--- config.mk ---
export PLATFORM = sky130hd
export DESIGN_NAME = stage_controller_multi_region
export DESIGN_NICKNAME = d
export VERILOG_FILES = /design/src/rtl/stage_controller_multi_region_pkg.sv /design/src/rtl/stage_controller_multi_region_status.sv /design/src/rtl/stage_controller_multi_region.sv
export SDC_FILE = /design/constraint.sdc
export NUM_CORES = 1
export LEC_CHECK = 0
export ABC_AREA = 0
export CAP_MARGIN = 20
export CORE_UTILIZATION = 50
export DETAILED_ROUTE_END_ITERATION = 10
export PLACE_DENSITY = 0.79
export RECOVER_POWER = 25
export SLEW_MARGIN = 20
export SYNTH_ARGS = -nofsm -noshare
export SYNTH_HDL_FRONTEND = slang
export SYNTH_SLANG_ARGS = --single-unit
export TNS_END_PERCENT = 100
--- constraint.sdc ---
create_clock -name clk -period 2.39 [get_ports clk]
set_clock_uncertainty 0.2 [all_clocks]
set_input_delay 0.239 -clock clk [delete_from_list [all_inputs] [get_ports clk]]
set_output_delay 0.239 -clock clk [all_outputs]
set_load 0.05 [all_outputs]
--- src/rtl/stage_controller_multi_region_pkg.sv ---
// Shared stage codes broadcast from the global controller to every PE region.
package stage_controller_multi_region_pkg;

    localparam int unsigned STAGE_WIDTH = 3;

    typedef enum logic [STAGE_WIDTH-1:0] {
        STAGE_IDLE         = 3'd0,
        STAGE_GROW         = 3'd1,
        STAGE_MERGE        = 3'd2,
        STAGE_LOADING      = 3'd3,
        STAGE_PEELING      = 3'd4,
        STAGE_RESULT_VALID = 3'd5
    } stage_t;

endpackage

--- src/rtl/stage_controller_multi_region_status.sv ---
// Masks, OR-reduces and registers the per-region busy and odd-cluster flags.
module region_status_aggregator #(
    parameter int unsigned NUM_REGIONS = 4
) (
    input  logic                   clk,
    input  logic                   reset,
    input  logic [NUM_REGIONS-1:0] region_enable,
    input  logic [NUM_REGIONS-1:0] busy_region,
    input  logic [NUM_REGIONS-1:0] odd_clusters_region,
    output logic                   busy,
    output logic                   odd
);

    always_ff @(posedge clk) begin
        if (!reset) begin
            busy <= 1'b0;
            odd  <= 1'b0;
        end else begin
            busy <= |(busy_region & region_enable);
            odd  <= |(odd_clusters_region & region_enable);
        end
    end

endmodule

--- src/rtl/stage_controller_multi_region.sv ---
// Global round sequencer: loading, grow/merge iterations, peeling and result hand-off.
module stage_controller_multi_region
    import stage_controller_multi_region_pkg::*;
#(
    parameter int unsigned NUM_REGIONS             = 4,
    parameter int unsigned ITERATION_COUNTER_WIDTH = 8,
    parameter int unsigned MAX_ITERATIONS          = 255,
    parameter int unsigned MAXIMUM_DELAY           = 3,
    parameter int unsigned CYCLE_COUNTER_WIDTH     = 32
) (
    input  logic                                   clk,
    input  logic                                   reset,
    input  logic                                   new_round_start,
    input  logic [NUM_REGIONS-1:0]                 region_enable,
    input  logic [NUM_REGIONS-1:0]                 busy_region,
    input  logic [NUM_REGIONS-1:0]                 odd_clusters_region,
    input  logic [$clog2(MAXIMUM_DELAY+1)-1:0]     merge_delay,
    input  logic                                   peel_busy,
    input  logic                                   result_ready,
    output logic [STAGE_WIDTH-1:0]                 global_stage,
    output logic                                   result_valid,
    output logic                                   result_timeout,
    output logic [ITERATION_COUNTER_WIDTH-1:0]     iteration_counter,
    output logic [CYCLE_COUNTER_WIDTH-1:0]         cycle_counter
);

    localparam int unsigned DELAY_WIDTH = $clog2(MAXIMUM_DELAY + 1);
    localparam logic [DELAY_WIDTH-1:0] DELAY_MAX = DELAY_WIDTH'(MAXIMUM_DELAY);
    localparam logic [ITERATION_COUNTER_WIDTH-1:0] ITER_LIMIT =
        ITERATION_COUNTER_WIDTH'(MAX_ITERATIONS);

    stage_t                 stage;
    logic                   busy;
    logic                   odd;
    logic [DELAY_WIDTH-1:0] delay_counter;
    logic [DELAY_WIDTH-1:0] delay_limit;
    logic [DELAY_WIDTH-1:0] delay_eff_c;

    region_status_aggregator #(
        .NUM_REGIONS (NUM_REGIONS)
    ) u_status (
        .clk                 (clk),
        .reset               (reset),
        .region_enable       (region_enable),
        .busy_region         (busy_region),
        .odd_clusters_region (odd_clusters_region),
        .busy                (busy),
        .odd                 (odd)
    );

    assign global_stage = stage;

    // Settle delay clamped to [1, MAXIMUM_DELAY]; compared wide so the clamp survives any width.
    always_comb begin
        delay_eff_c = merge_delay;
        if (merge_delay == '0) begin
            delay_eff_c = DELAY_WIDTH'(1);
        end else if (32'(merge_delay) > 32'(MAXIMUM_DELAY)) begin
            delay_eff_c = DELAY_MAX;
        end
    end

    always_ff @(posedge clk) begin
        if (!reset) begin
            stage             <= STAGE_IDLE;
            result_valid      <= 1'b0;
            result_timeout    <= 1'b0;
            iteration_counter <= '0;
            cycle_counter     <= '0;
            delay_counter     <= '0;
            delay_limit       <= '0;
        end else begin
            if ((stage inside {STAGE_LOADING, STAGE_GROW, STAGE_MERGE, STAGE_PEELING}) &&
                (cycle_counter != '1)) begin
                cycle_counter <= cycle_counter + CYCLE_COUNTER_WIDTH'(1);
            end

            case (stage)
                STAGE_IDLE: begin
                    if (new_round_start) begin
                        stage             <= STAGE_LOADING;
                        iteration_counter <= '0;
                        cycle_counter     <= '0;
                        result_timeout    <= 1'b0;
                    end
                end
                STAGE_LOADING: begin
                    stage             <= STAGE_GROW;
                    iteration_counter <= iteration_counter + ITERATION_COUNTER_WIDTH'(1);
                end
                STAGE_GROW: begin
                    stage         <= STAGE_MERGE;
                    delay_counter <= '0;
                    delay_limit   <= delay_eff_c;
                end
                STAGE_MERGE: begin
                    // Settle first, then wait out busy before judging odd clusters.
                    if (delay_counter < delay_limit) begin
                        delay_counter <= delay_counter + DELAY_WIDTH'(1);
                    end else if (!busy) begin
                        if (!odd) begin
                            stage <= STAGE_PEELING;
                        end else if (iteration_counter < ITER_LIMIT) begin
                            stage             <= STAGE_GROW;
                            iteration_counter <= iteration_counter + ITERATION_COUNTER_WIDTH'(1);
                        end else begin
                            stage          <= STAGE_RESULT_VALID;
                            result_valid   <= 1'b1;
                            result_timeout <= 1'b1;
                        end
                    end
                end
                STAGE_PEELING: begin
                    if (!peel_busy) begin
                        stage        <= STAGE_RESULT_VALID;
                        result_valid <= 1'b1;
                    end
                end
                STAGE_RESULT_VALID: begin
                    if (result_ready) begin
                        stage        <= STAGE_IDLE;
                        result_valid <= 1'b0;
                    end
                end
                default: begin
                    stage        <= STAGE_IDLE;
                    result_valid <= 1'b0;
                end
            endcase
        end
    end

endmodule
==> metrics.txt <==
status completed; Die ar. ~6000 um^2; DR WL/cell between 10 and 15 um; FF/Latch Area 1020 um^2; global placement routability congestion around 0.85; VDD IR-drop max 0.000441 V; WP data required between 2 and 2.5 ns; vias post-DR 2721; post-layout util 69.9%; Die Y 76.7 um; Max Fclk roughly 440 MHz; CTS Buf Count 5; hold crit path type register to register; GRT Total Usage 24.0%; DP Cell Count 454; critical path launch point type register; crit path time final 2.26 ns; area grow syn2layout 31.1%; post-synthesis register bit count roughly 50; Leak 1.22 nW; final setup fails 0; multi-input logic area 1640 um^2; Slew headroom 46.1%; Cell Rows 26; largest net degree at the start of global routing 30; Post-synth ARST share 0%; MaxCap Viol Count 0; Non-Filler Instances 468; fin nets 419; clock sinks 51; Mapped Avg Cell Area 8.54 um^2; Post-synth EDFFs 0; Pwr per Cell Area 736 nW/um^2; slowest cell delay on critical path 0.41 ns; I/O Pins 64; n_diodes 0; via count of the first global-routing pass approximately 2500; # DRC 0; Worst Slack Setup Final 0.134 ns; CTS Buffer Depth 2; final WL 6860 um; Starting Density 53.3%; setup TNS 0 ns; Ys Warns 0; clock tree root driver cell clkbuf_8; Setup CP Type register to register; worst-margin pin slew between 0.8 and 0.9 ns; placed inst area 3530 um^2; worst hold slack 0.306 ns; Top FF cell, synth dfxtp_1; Hold Buf Count CTS 0; Vias/cell 5.81; drt initial violations 124; worst-path fanout max 13; Clock Latency Late Sink 0.31 ns; Max Slew Vio Count 0; Fin. Hold Viols 0; drt first pass iters 4; share of layout cells above drive strength 1 11.8%; first-pass GRT wire length 11700 um; Mapped Nets 349; antenna violations before repair 0; CTS clk-pin slew, worst paths 0.10 ns; RSZ-0062 raised after global routing false; fin crit share about 94%; Mapped Area 2790 um^2; Filler Cell Count around 450; Cells after Synth 327; DP HPWL 4760 um; Yosys cell types 57; Port Buf Inserts 63; TritonCTS clock tree built; register area share after synthesis between 30% and 40%; H-tree Lvls 2; critical-path cell list ha_1 > and4_4 > nand4_4 > or3_4 > or4_1 > a21oi_1; core area 5240 um^2; design area 3660 um^2; pre-CTS worst setup slack 0.0262 ns; grt total ovfl 0; slowest cell on the critical path or4_1; Critical Path AT 2.30 ns; CP Capture Type register; post-route ant nets 0; Final Total Pwr 2.69 mW; Die Span X around 77 um
==> sequential cells by signal (all words and copies together), names as in the netlist <==
name / cells
cycle_counter: 32
delay_counter: 2
delay_limit: 2
global_stage: 3
iteration_counter: 8
result_timeout: 1
result_valid: 1
u_status.busy: 1
u_status.odd: 1
==> cell families after synthesis <==
| family | count (synthesis) | share of synthesized area [%] |
|---|---|---|
| compound gates | 82 | 22.4 |
| fa+ha+maj | 3 | 1.34 |
| xor+xnor | 26 | 8.16 |
| buf+inv | 33 | 5.47 |
| simple gates | 129 | 25.0 |
| mux | 3 | 1.08 |
| flops | 51 | 36.6 |
==> where the power goes <==
part | switching, mW | internal (mW) | total (mW)
combinational | 0.711 | 0.441 | 1.15
clock | 0.295 | 0.237 | 0.532
sequential | 0.0895 | 0.918 | 1.01
==> routing by layer <==
metal | up-vias | part of all wire, % | GRT usage (%)
met4 | 0 | 0.79 | 7.69
li1 | 1340 | - | -
met1 | 1294 | 45 | 32.5
met3 | 5 | 5.5 | 3.69
met5 | - | 0 | 0
met2 | 82 | 49 | 38.9
==> area by class of cell <==
class | count | share of cell area [%]
Clock inverter | 2 | 0.445
Multi-Input combinational cell | 244 | 44.7
Clock buffer | 6 | 2.26
Inverter | 10 | 1.03
Sequential cell | 51 | 28.0
Tap cell | 70 | 2.39
Timing Repair Buffer | 85 | 21.1
==> worst paths after layout <==
path | start | to | slack (ns) | cells past startpoint
max | cycle_counter[0] | cycle_counter[30] | 0.13 | 6
max reg2reg | cycle_counter[0] | cycle_counter[30] | 0.13 | 6
min | delay_limit[1] | delay_limit[1] | 0.31 | 2
min reg2reg | delay_limit[1] | delay_limit[1] | 0.31 | 2
==> synth_stat cells, drive strengths merged, types with 4 or more instances <==
| cell type | instances | area (um^2) |
|---|---|---|
| and4 | 10 | 95.1 |
| a22oi | 4 | 30.0 |
| a21oi | 17 | 85.1 |
| nand3 | 17 | 90.1 |
| and3 | 4 | 25.0 |
| o31ai | 10 | 80.1 |
| a211oi | 10 | 75.1 |
| o21ai | 8 | 40.0 |
| inv | 9 | 33.8 |
| nand4 | 10 | 77.6 |
| xnor2 | 26 | 228 |
| dfxtp | 51 | 1020 |
| or4 | 5 | 37.5 |
| buf | 11 | 70.1 |
| nor4 | 4 | 25.0 |
| o211ai | 4 | 30.0 |
| clkbuf | 12 | 45.0 |
| nand2 | 20 | 75.1 |
| a2111oi | 7 | 106 |
| nand2b | 7 | 43.8 |
| nor2 | 42 | 158 |
==> repair_timing <==
item	CTS	global route
setup buffers	0	5
hold endpoints to repair	0	0
setup endpoints to repair	1	2
pin swaps	0	2
resized for setup	1	1
cloned	0	1
==> layout by cell type (no fill, tap or decap), types with 5 or more instances in the layout <==
cell type | Yosys | routed
a211oi_1 | 10 | 10
a21oi_1 | 17 | 17
and4_1 | 7 | 7
buf_4 | 2 | 19
clkbuf_8 | 0 | 6
clkdlybuf4s50_1 | 0 | 49
dfxtp_1 | 51 | 48
dlygate4sd3_1 | 0 | 12
inv_1 | 9 | 9
nand2_1 | 20 | 20
nand2b_1 | 7 | 7
nand3_1 | 16 | 16
nand4_1 | 9 | 9
nor2_1 | 42 | 42
o21ai_0 | 7 | 6
o31ai_1 | 9 | 9
or4_1 | 5 | 5
xnor2_1 | 26 | 26
==> worst max-delay path, delay by kind of cell, from the launching register on <==
kind	cells	cell delay [ns]
flip-flops	1	0.38
adder cells (fa/ha/maj)	1	0.19
AO/OA/AOI/OAI	1	0.14
AND/OR/NAND/NOR	4	1.29
(Power assumes the default switching activity.)
